### config.mk
export PLATFORM = sky130hd
export DESIGN_NAME = div_unit
export DESIGN_NICKNAME = d
export VERILOG_FILES = /design/src/rtl/div_unit.sv
export SDC_FILE = /design/constraint.sdc
export NUM_CORES = 1
export LEC_CHECK = 0
export BUFFER_PORTS_ARGS = -buffer_cell sky130_fd_sc_hd__buf_4
export CAP_MARGIN = 20
export CORE_AREA = 4 4 145 147
export CTS_BUF_LIST = sky130_fd_sc_hd__clkbuf_8
export DETAILED_ROUTE_END_ITERATION = 10
export DIE_AREA = 0 0 149 151
export PLACE_DENSITY = 0.82
export SLEW_MARGIN = 5
export SYNTH_ARGS = -nofsm -noshare
export SYNTH_HDL_FRONTEND = slang
export SYNTH_SLANG_ARGS = --single-unit
### constraint.sdc
create_clock -name clk -period 5.1 [get_ports clk]
set_input_delay 0.51 -clock clk [delete_from_list [all_inputs] [get_ports clk]]
set_output_delay 0.51 -clock clk [all_outputs]
set_load 0.01 [all_outputs]
### src/rtl/div_unit.sv
`default_nettype none
// ============================================================================
//  Module      : div_unit
//  Description : Iterative radix-2 restoring divider for MIPS DIV/DIVU in the
//                execute stage. Raises div_stall while a divide occupies E and
//                drops it for the cycle the registered result becomes valid.
//  Revision    : 1.0 - initial release
// ============================================================================
module div_unit #(
    parameter int DATA_W = 32
) (
    input  logic              clk,
    input  logic              resetn,
    input  logic              div_en,
    input  logic              div_signed,
    input  logic [DATA_W-1:0] opaE,
    input  logic [DATA_W-1:0] opbE,
    input  logic              ext_stall,
    input  logic              flushE,
    output logic              div_stall,
    output logic              div_done,
    output logic [DATA_W-1:0] hi_out,
    output logic [DATA_W-1:0] lo_out
);

    localparam logic [1:0] c_st_idle   = 2'd0;
    localparam logic [1:0] c_st_busy   = 2'd1;
    localparam logic [1:0] c_st_done   = 2'd2;
    localparam logic [5:0] c_last_iter = 6'(DATA_W - 1);

    logic [1:0]        r_state;
    logic [5:0]        r_cnt;
    logic [DATA_W-1:0] r_dvd;      // dividend bits shift out, quotient bits shift in
    logic [DATA_W-1:0] r_dvs;      // |divisor|
    logic [DATA_W:0]   r_rem;      // partial remainder
    logic              r_q_neg;
    logic              r_r_neg;

    logic              w_a_neg;
    logic              w_b_neg;
    logic [DATA_W-1:0] w_a_abs;
    logic [DATA_W-1:0] w_b_abs;
    logic [DATA_W+1:0] w_shift;
    logic [DATA_W+1:0] w_trial;
    logic              w_fits;
    logic [DATA_W:0]   w_rem_nxt;
    logic [DATA_W-1:0] w_dvd_nxt;
    logic [DATA_W-1:0] w_quo_fix;
    logic [DATA_W-1:0] w_rem_fix;

    // Operand signs only matter for DIV; DIVU treats both as magnitudes.
    assign w_a_neg = div_signed & opaE[DATA_W-1];
    assign w_b_neg = div_signed & opbE[DATA_W-1];
    assign w_a_abs = w_a_neg ? -opaE : opaE;
    assign w_b_abs = w_b_neg ? -opbE : opbE;

    // One restoring step. The trial is two bits wider than the divisor so the
    // borrow bit is an unambiguous sign even when the shifted remainder
    // reaches 2^DATA_W (large divisors).
    assign w_shift   = {r_rem, r_dvd[DATA_W-1]};
    assign w_trial   = w_shift - {2'b00, r_dvs};
    assign w_fits    = ~w_trial[DATA_W+1];
    assign w_rem_nxt = w_fits ? w_trial[DATA_W:0] : w_shift[DATA_W:0];
    assign w_dvd_nxt = {r_dvd[DATA_W-2:0], w_fits};

    // Sign fixups applied to the final step's result as it is registered.
    assign w_quo_fix = r_q_neg ? -w_dvd_nxt : w_dvd_nxt;
    assign w_rem_fix = r_r_neg ? -w_rem_nxt[DATA_W-1:0] : w_rem_nxt[DATA_W-1:0];

    // Stall is released in DONE so the instruction can leave E, and never
    // asserted while E is being flushed.
    assign div_stall = div_en & (r_state != c_st_done) & ~flushE;
    assign div_done  = (r_state == c_st_done);

    // Control FSM, iteration datapath and result registers.
    always_ff @(posedge clk or negedge resetn) begin
        if (!resetn) begin
            r_state <= c_st_idle;
            r_cnt   <= 6'd0;
            r_dvd   <= '0;
            r_dvs   <= '0;
            r_rem   <= '0;
            r_q_neg <= 1'b0;
            r_r_neg <= 1'b0;
            hi_out  <= '0;
            lo_out  <= '0;
        end else if (flushE) begin
            // Abort wins over everything, results stay untouched.
            r_state <= c_st_idle;
        end else begin
            case (r_state)
                c_st_idle: begin
                    if (div_en) begin
                        r_dvd   <= w_a_abs;
                        r_dvs   <= w_b_abs;
                        r_rem   <= '0;
                        r_q_neg <= w_a_neg ^ w_b_neg;
                        r_r_neg <= w_a_neg;
                        r_cnt   <= 6'd0;
                        r_state <= c_st_busy;
                    end
                end
                c_st_busy: begin
                    r_rem <= w_rem_nxt;
                    r_dvd <= w_dvd_nxt;
                    r_cnt <= r_cnt + 6'd1;
                    if (r_cnt == c_last_iter) begin
                        lo_out  <= w_quo_fix;
                        hi_out  <= w_rem_fix;
                        r_state <= c_st_done;
                    end
                end
                c_st_done: begin
                    // Hold the result while something else freezes E.
                    if (!ext_stall) begin
                        r_state <= c_st_idle;
                    end
                end
                default: begin
                    r_state <= c_st_idle;
                end
            endcase
        end
    end

endmodule
`default_nettype wire

==> reports/metrics.cfg, run 1 <==
[outcome]
outcome = finished clean

[timing]
finalSetupViolCount = 0
maxClockFrequency_ghz = 0.209
finalSetupTns_ns = 0
period_needed_ns = 4.77
timing_hold_violations_final = 0
fin_skew_ns = 0.0207
slew-limit-headroom_pct = 30.3
worstMarginPinSlew_ns = 1.05
final_min_period_over_clock_period_pct = 93.6
maxSlewViolCount = 0
whs_ns = 0.0769
rsz0062_at_grt = false

[logic_synthesis]
synth_top_area_share_pct = 35.9
yosysUniqueCellTypes = 74
synth_seq_area_share_pct = 35.9
synth_compound_area_share_pct = 23.4
synth-adder-area-share_pct = 4.06
synth_xor_xnor_area_share_pct = 10.2
avgSynthCellArea_um2 = 8.20
yosys-top-cells-count = nand2_1 (207), o21ai_0 (195), dfrtp_1 (171)
asyncSetResetFlopFracSynth_pct = 100
ys_top_cells_by_area = dfrtp_1 (36%), o21ai_0 (8.2%), nand2_1 (6.5%)
synth_top_family_by_area = compound AO/OA/AOI/OAI gates
synthesis.nets = 1560
post_synthesis_instance_area_mm2 = 0.0119
synth_enable_flop_cells = 0
synth.area.mux_share_pct = 2.50
syn-instance-count = 1452
synth.ff_latch_count = 171
synth-warning-count = 0
synthFlopType = dfrtp_1
synth_simple_gate_area_share_pct = 19.3
synth_most_common_cell = nand2_1
synth_top_cell_by_area = dfrtp_1

[cts]
cts-buffers-inserted = 17
cts_htree_levels = 4
clk_tree_root_cell = clkbuf_8
clock_sinks = 171
clk_slew_on_worst_s_h_paths_ns = 0.11
clk_path_buf_depth = 2
cts-hold-fix-buffers = 0
tritoncts = built
clk_latency_ns = 0.48

[final_layout]
diodes_inserted = 0
post_route_cells_drive_above_1_share_pct = 13.3
areaGrowthSynthToFinish_pct = 13.2
fillerInstances = 1735
layout.nets = 1649

[detailed_routing]
drtAntennaViolNets = 0
route.final.wire_length_mm = 33.2
avgRoutedWirePerCell_um = 18.2
vias_per_cell = 6.11
detail_route.drc_violations = 0
firstDrtPassIters = 5
drt-initial-drc-count = 917
via_count = 11100

[critical_path]
timing.critical_path.fanout_max = 44
cp_arrival_ns = 5.14
crit_path_end_kind = flip-flop
cp_data_required_time_ns = 5.46
critical_path_class = flip-flop to flip-flop
worstSetupStartpointType = flip-flop

[global_route]
number_of_global_route_vias_before_repair = 10400
grt_antenna_before_repair = 0
met1_usage_pct = 41.9
grt_first_pass_wirelength_mm = 53.1
grt-busiest-layer = met2
grt_util_met3_pct = 3.95
grt_remaining_overflow = 0
grtUsageMet2_pct = 45.9
maximum_number_of_pins_on_one_net_before_global_route_repair = 97
global_route.usage.total_pct = 29.4

[placement]
post-dp-hpwl_mm = 25.2
buffer_ports.inserted = 135
weighted_congestion_reported_at_the_end_of_routability_driven_placement = 0.940

[pwr]
cellPowerDensity_mw_per_mm2 = 569
clock_power_share_pct = 12.8
power.sequential.fraction_pct = 24.7
p_int_mw = 3.78
irDropWorstVdd_mv = 0.354
p_sw_share_pct = 50.8
power.share.combinational_pct = 62.5
p_leak_nw = 6.03
switching_power_mw = 3.89

[die]
design.core.area_mm2 = 0.0199
die_h_um = 151
floorplan.initialDensity_pct = 59.8
die_width_um = 149
floorplan.rows = 52
boundaryPins = 136
die-area_mm2 = 0.0225

[hold_path]
min-delay-path-class = primary input to async pin

[flow_run]
max_cap_violations = 0

[per-layer routing]
layer / wire, um / share of wire [%]
met5: 0 / 0
met4: 1220 / 3.7
met3: 2010 / 6.0
met2: 15300 / 46
met1: 14700 / 44
[through the flow]
| step | total power [mW] | utilization [%] | area [um^2] | std cells | worst slack, ns |
|---|---|---|---|---|---|
| after floorplan | 5.38 | - | 11900 | 1452 | 0.481 |
| after global placement | 6.55 | 65.6 | 13100 | 1792 | 0.621 |
| after detailed placement | 6.59 | 65.6 | 13100 | 1792 | 0.498 |
| after CTS | 7.59 | 67.7 | 13500 | 1824 | 0.461 |
| after global routing | 8.23 | 67.7 | 13500 | 1824 | 0.00920 |
| final | 7.67 | 67.7 | 13500 | 1824 | 0.325 |
[repair_timing]
action	4_1_cts	5_1_grt
setup endpoints to repair	0	1
gates resized for setup	0	1
buffers inserted	0	0
[flip-flops by register name, summed over array words and instances (netlist names)]
name     cells
r_cnt        6
lo_out      32
hi_out      32
r_state      2
r_q_neg      1
r_dvd       32
r_dvs       32
r_r_neg      1
r_rem       33
[layout make-up]
type / instances / area, um^2 / share of cell area, %
sequential: 171 / 4280 / 31.7
clock inverter: 15 / 171 / 1.27
tap: 270 / 338 / 2.51
timing repair buffer: 147 / 1120 / 8.31
inverter: 59 / 221 / 1.64
clock buffer: 17 / 234 / 1.74
multi-input combinational: 1145 / 7120 / 52.8
[logic make-up (layout without fill, tap and decap cells)]
logic type | Yosys count | in the layout
mux | 28 | 28
xor+xnor | 139 | 139
buf+inv | 136 | 238
fa+ha+maj | 38 | 38
compound gates | 450 | 450
simple gates | 490 | 490
flops | 171 | 171
[worst paths after layout]
kind / start / cells after the start / slack, ns / to
max reg2reg: r_rem[7] / 15 / 0.33 / hi_out[30]
max: r_rem[7] / 15 / 0.33 / hi_out[30]
min in group clk: flushE / 2 / 0.22 / r_state[1]
min: resetn / 1 / 0.08 / r_dvs[2]
min reg2reg: hi_out[6] / 2 / 0.49 / hi_out[6]
max in group asynchronous: resetn / 2 / 3.86 / r_dvd[17]
[layout by cell type (no fill, tap or decap), types with 7 or more instances in the layout]
cell type / Yosys / final
a211oi_1: 8 / 8
a21o_1: 18 / 18
a21oi_1: 72 / 72
a22oi_1: 26 / 26
a31oi_1: 11 / 11
and2_1: 11 / 10
and3_1: 12 / 12
buf_4: 1 / 145
clkbuf_8: 0 / 17
dfrtp_1: 171 / 171
ha_1: 37 / 37
inv_1: 58 / 58
mux2i_1: 23 / 23
nand2_1: 207 / 206
nand2b_1: 14 / 14
nand3_1: 26 / 26
nand4_1: 19 / 19
nor2_1: 91 / 90
nor2b_1: 7 / 7
nor3_1: 31 / 30
nor4_1: 19 / 18
o211ai_1: 7 / 7
o21ai_0: 195 / 194
o21ai_1: 11 / 11
o31ai_1: 19 / 19
o41ai_1: 13 / 13
or3_1: 18 / 17
or4_1: 14 / 14
xnor2_1: 76 / 76
xor2_1: 63 / 63
[power groups by stage]
stage	Clock (mW)	Combinational [mW]	Sequential (mW)
after floorplan	0	3.59	1.79
after global routing	1.05	5.25	1.92
after CTS	0.997	4.71	1.88
after detailed placement	0	4.68	1.91
final	0.980	4.80	1.89
after global placement	0	4.66	1.89
[critical path, cell delays in order, from the launching register on]
cell and delay (ns):
dfrtp_1 0.45, ha_1 0.39, a21o_1 0.27, a311oi_1 0.32, o21ai_1 0.20, a211o_1 0.30, or3_1 0.47, and2_2 0.26
inv_2 0.10, buf_12 0.24, mux2i_1 0.29, ha_1 0.36, nand3b_1 0.27, nor3_1 0.43, nand4_1 0.14, o311ai_0 0.13
No activity file was read; power rests on OpenSTA's default activity.
==> run 2: changes to the inputs <==
--- a/config.mk
+++ b/config.mk
@@ -7,11 +7,12 @@
 export LEC_CHECK = 0
 export BUFFER_PORTS_ARGS = -buffer_cell sky130_fd_sc_hd__buf_4
 export CAP_MARGIN = 20
-export CORE_AREA = 4 4 145 147
-export CTS_BUF_LIST = sky130_fd_sc_hd__clkbuf_8
+export CORE_AREA = 4 4 146 148
+export CTS_BUF_LIST = sky130_fd_sc_hd__clkbuf_16
+export CTS_CLUSTER_SIZE = 30
 export DETAILED_ROUTE_END_ITERATION = 10
-export DIE_AREA = 0 0 149 151
-export PLACE_DENSITY = 0.82
+export DIE_AREA = 0 0 150 152
+export PLACE_DENSITY = 0.81
 export SLEW_MARGIN = 5
 export SYNTH_ARGS = -nofsm -noshare
 export SYNTH_HDL_FRONTEND = slang
==> reports/metrics.cfg, run 2 (synthesized netlist as in run 1, its figures left out) <==
[detailed_routing]
firstDrtPassIters = 5
detail_route.wirelength.met1_mm = 14.9
vias_per_cell = 6.19
detail_route.drc_violations = 0
drtAntennaViolNets = 0
routed-wl-met3_mm = 2.29
highest_layer = met4
route.final.wire_length_mm = 34.0
avgRoutedWirePerCell_um = 18.6
met2_wl_mm = 15.6
drt-initial-drc-count = 805
via_count = 11300

[global_route]
grt_remaining_overflow = 0
grt_antenna_before_repair = 0
global_route.usage.total_pct = 30.0
maximum_number_of_pins_on_one_net_before_global_route_repair = 93
number_of_global_route_vias_before_repair = 10600
grt_first_pass_wirelength_mm = 55.4

[timing]
period_needed_ns = 4.69
maxSlewViolCount = 0
finalSetupTns_ns = 0
finalSetupViolCount = 0
slew-limit-headroom_pct = 25.2
final_worst_setup_slack_ns = 0.412
worstMarginPinSlew_ns = 1.12
timing_hold_violations_final = 0
rsz0062_at_grt = false
maxClockFrequency_ghz = 0.213
fin_skew_ns = 0.0107
whs_ns = 0.169
final_min_period_over_clock_period_pct = 91.9

[die]
die-area_mm2 = 0.0228
floorplan.initialDensity_pct = 59.4
design.core.area_mm2 = 0.0200
floorplan.rows = 52
die_width_um = 150
boundaryPins = 136
die_h_um = 152

[hold_path]
min-delay-path-class = primary input to async pin

[final_layout]
layout.cells.most_common_list = nand2_1 (206), o21ai_0 (194), dfrtp_1 (171), buf_4 (145), nor2_1 (90)
largest_register_ff_count = 33
layout.nets = 1649
final_design_area_no_fill_mm2 = 0.0137
diodes_inserted = 0
post_layout_nonfiller_instances = 1824
post_route_cells_drive_above_1_share_pct = 13.3
areaGrowthSynthToFinish_pct = 14.8
layout.cells.most_common = nand2_1
post_route_core_utilization_pct = 68.2
registers.top_by_ff_count = r_rem

[placement]
dpl_cell_area_mm2 = 0.0130
buffer_ports.inserted = 135
post-dp-hpwl_mm = 25.6
weighted_congestion_reported_at_the_end_of_routability_driven_placement = 0.979
place_inst = 1791
detailedPlace.worstSlack_ns = 0.504

[critical_path]
crit_path_end_kind = flip-flop
critical_path_class = flip-flop to flip-flop
cp_arrival_ns = 4.97
crit_path_cell_trace = inv_1 > ha_1 > inv_1 > fa_1 > a21o_1 > a221o_1 > and3_1 > nor4_1 > a311oi_1 > or4_1 > nor4_2 > o221ai_1 > o41ai_1 > xor2_1 > o21ai_0
crit_family = compound AO/OA/AOI/OAI gates
crit_top_cell = inv_1
cpMaxStageDelayCell = or4_1
worstSetupStartpointType = flip-flop
cp_data_required_time_ns = 5.38
timing.critical_path.fanout_max = 9
critPathMaxStageDelay_ns = 0.61
logic_depth_of_the_worst_path_buffers_included = 15
rr_worst_depth = 15
path_buf_inv = 2

[cts]
cts_htree_levels = 4
cts-buffers-inserted = 17
clk_tree_root_cell = clkbuf_16
clock_sinks = 171
clk_slew_on_worst_s_h_paths_ns = 0.07
clk_path_buf_depth = 2
clk_latency_ns = 0.44
tritoncts = built
post-cts-setup-buffer-count = 0

[pwr]
p_leak_nw = 6.11
irDropWorstVdd_mv = 0.487
cellPowerDensity_mw_per_mm2 = 586
finalPower_mw = 8.01

[outcome]
outcome = finished clean

[flow_run]
max_cap_violations = 0

[run 2: changes by cell type in the layout (fill, tap and decap cells not counted), sizes merged]
| cell | change |
|---|---|
| bufinv | +1 |
| clkinv | -2 |
| clkinvlp | +3 |
| inv | -2 |
[run 2: timing repair]
action                                 in CTS  in global routing
gates resized for setup                     0                  1
hold buffers                                0                  0
setup endpoints to repair                   0                  1
endpoints found under the hold margin       0                  0
[run 2: cell type report]
class,instances,area [um^2]
multi-input combinational,1145,7120
fill,1712,6370
sequential,171,4280
timing repair buffer,147,1130
clock buffer,17,425
tap,270,338
inverter,59,221
clock inverter,15,163
[run 2: layer usage]
| layer | global-route usage, % | up-vias |
|---|---|---|
| met2 | 46.5 | 445 |
| li1 | - | 5406 |
| met4 | 11.1 | 0 |
| met3 | 5.09 | 79 |
| met1 | 42.3 | 5359 |
| met5 | 0 | - |
[run 2: report_power, final]
| part | switching (mW) | internal [mW] | leakage [nW] |
|---|---|---|---|
| registers | 0.331 | 1.58 | 2.27 |
| clock network | 0.616 | 0.691 | 0.277 |
| logic | 2.99 | 1.80 | 3.56 |
[run 2: worst paths after layout]
path                            start         end  slack, ns
max reg2reg                 r_dvd[31]  hi_out[31]       0.41
max in group asynchronous      resetn  hi_out[22]       3.81
min reg2reg                hi_out[31]  hi_out[31]       0.48
min                            resetn    r_dvs[5]       0.17
min in group clk               flushE  r_state[1]       0.26
max                         r_dvd[31]  hi_out[31]       0.41
==> run 3: changes to the inputs <==
==> constraint.sdc (replaced) <==
create_clock -name clk -period 5.1 [get_ports clk]
set_input_delay 0.765 -clock clk [delete_from_list [all_inputs] [get_ports clk]]
set_output_delay 0.765 -clock clk [all_outputs]
set_load 0.01 [all_outputs]
==> reports/metrics.cfg, run 3 (synthesized netlist as in run 1, its figures left out) <==
[cts]
clock_sinks = 171
clk_slew_on_worst_s_h_paths_ns = 0.08
post-cts-setup-buffer-count = 0
tritoncts = built
clk_latency_ns = 0.45
clk_path_buf_depth = 2
clk_tree_root_cell = clkbuf_16
number_of_gates_resized_after_cts = 0
cts-buffers-inserted = 17
cts_htree_levels = 4
cts-hold-fix-buffers = 0

[placement]
buffer_ports.inserted = 135
post-dp-hpwl_mm = 25.5
weighted_congestion_reported_at_the_end_of_routability_driven_placement = 0.933

[global_route]
grt_remaining_overflow = 0
grt_first_pass_wirelength_mm = 54.8
number_of_global_route_vias_before_repair = 10400
maximum_number_of_pins_on_one_net_before_global_route_repair = 127
global_route.usage.total_pct = 29.7
grt_antenna_before_repair = 0

[pwr]
p_int_mw = 4.03
clock_power_share_pct = 16.1
finalPower_mw = 8.01
p_leak_nw = 6.12
power.share.combinational_pct = 60.2
irDropWorstVdd_mv = 0.373
switching_power_mw = 3.98
p_sw_share_pct = 49.7
cellPowerDensity_mw_per_mm2 = 586
power.sequential.fraction_pct = 23.7

[die]
boundaryPins = 136
die_width_um = 150
design.core.area_mm2 = 0.0200
floorplan.rows = 52
floorplan.initialDensity_pct = 59.4
die-area_mm2 = 0.0228
die_h_um = 152

[timing]
maxClockFrequency_ghz = 0.210
period_needed_ns = 4.76
final_min_period_over_clock_period_pct = 93.3
rsz0062_at_grt = false
worstMarginPinSlew_ns = 1.07
slew-limit-headroom_pct = 27.8
finalSetupViolCount = 0
timing_hold_violations_final = 0
maxSlewViolCount = 0
finalSetupTns_ns = 0
fin_skew_ns = 0.0129

[outcome]
outcome = finished clean

[final_layout]
fillerInstances = 1706
layout.cells.most_common_list = nand2_1 (206), o21ai_0 (194), dfrtp_1 (171), buf_4 (146), nor2_1 (90)
registers.top_by_ff_count = r_rem
areaGrowthSynthToFinish_pct = 14.7
area.sequential_mm2 = 0.00428
layout.nets = 1650
largest_register_ff_count = 33
multiInputGateArea_mm2 = 0.00711
diodes_inserted = 0
post_route_cells_drive_above_1_share_pct = 13.2
layout.cells.most_common = nand2_1

[critical_path]
cp_arrival_ns = 5.07
reg2reg_slack_ns = 0.34
crit_path_end_kind = flip-flop
worstSetupStartpointType = flip-flop
critical_path_class = flip-flop to flip-flop
timing.critical_path.fanout_max = 8
rr_worst_depth = 16
cp_data_required_time_ns = 5.41

[detailed_routing]
drtAntennaViolNets = 0
firstDrtPassIters = 5
drt-initial-drc-count = 1058
avgRoutedWirePerCell_um = 18.7
via_count = 11300
route.final.wire_length_mm = 34.1
vias_per_cell = 6.19
detail_route.drc_violations = 0

[flow_run]
max_cap_violations = 0

[hold_path]
min-delay-path-class = primary input to async pin

[run 3: critical path, stage by stage, from the launching register on]
cell,delay (ns)
dfrtp_1,0.44
ha_1,0.40
a21o_1,0.27
a311oi_1,0.33
o21ai_1,0.18
a211o_1,0.30
or3_1,0.46
and2_2,0.25
inv_2,0.17
ha_1,0.21
nand2b_1,0.12
nand2b_1,0.20
nand2b_1,0.24
nand2b_1,0.29
o41ai_1,0.46
xor2_1,0.19
o21ai_0,0.12
[run 3: final timing paths]
path	startpoint	to
worst min register to register	r_dvs[28]	r_dvs[28]
worst min-delay path	resetn	r_dvs[4]
max in group asynchronous	resetn	hi_out[16]
worst max register to register	r_rem[7]	lo_out[28]
min in group clk	r_dvs[28]	r_dvs[28]
worst max-delay path	r_rem[7]	lo_out[28]
[run 3: layout make-up]
class / instances / share of cell area, %
clock buffers: 17 / 3.11
clock inverters: 15 / 1.12
inverters: 59 / 1.62
multi-input cells: 1145 / 52.0
flip-flops and latches: 171 / 31.3
well taps: 270 / 2.47
repair buffers: 148 / 8.31
[run 3: power by group through the flow]
| stage | registers, mW | clock network, mW | logic (mW) |
|---|---|---|---|
| 3_5_place_dp | 1.91 | 0 | 4.68 |
| 2_1_floorplan | 1.79 | 0 | 3.59 |
| 4_1_cts | 1.88 | 1.30 | 4.73 |
| 6_report | 1.90 | 1.29 | 4.82 |
| 3_3_place_gp | 1.89 | 0 | 4.64 |
| 5_1_grt | 1.93 | 1.36 | 5.25 |
[run 3: through the flow]
stage | cell area (um^2) | cells | hold slack [ns] | setup slack, ns | util [%]
floorplan | 11900 | 1452 | 0.450 | 0.481 | -
global placement | 13100 | 1792 | 0.465 | 0.546 | 65.2
detailed placement | 13100 | 1792 | 0.471 | 0.460 | 65.2
CTS | 13600 | 1824 | 0.488 | 0.399 | 68.0
global route | 13700 | 1825 | 0.496 | 0.131 | 68.2
finish | 13700 | 1825 | 0.452 | 0.339 | 68.2
[run 3: routing by layer]
layer / GRT usage (%) / wire length [um] / part of all wire [%] / up-vias
met2: 47.0 / 15900 / 47 / 425
met3: 4.83 / 1970 / 5.8 / 65
met1: 42.3 / 15300 / 45 / 5406
li1: - / - / - / 5399
met4: 8.32 / 863 / 2.5 / 0
met5: 0 / 0 / 0 / -
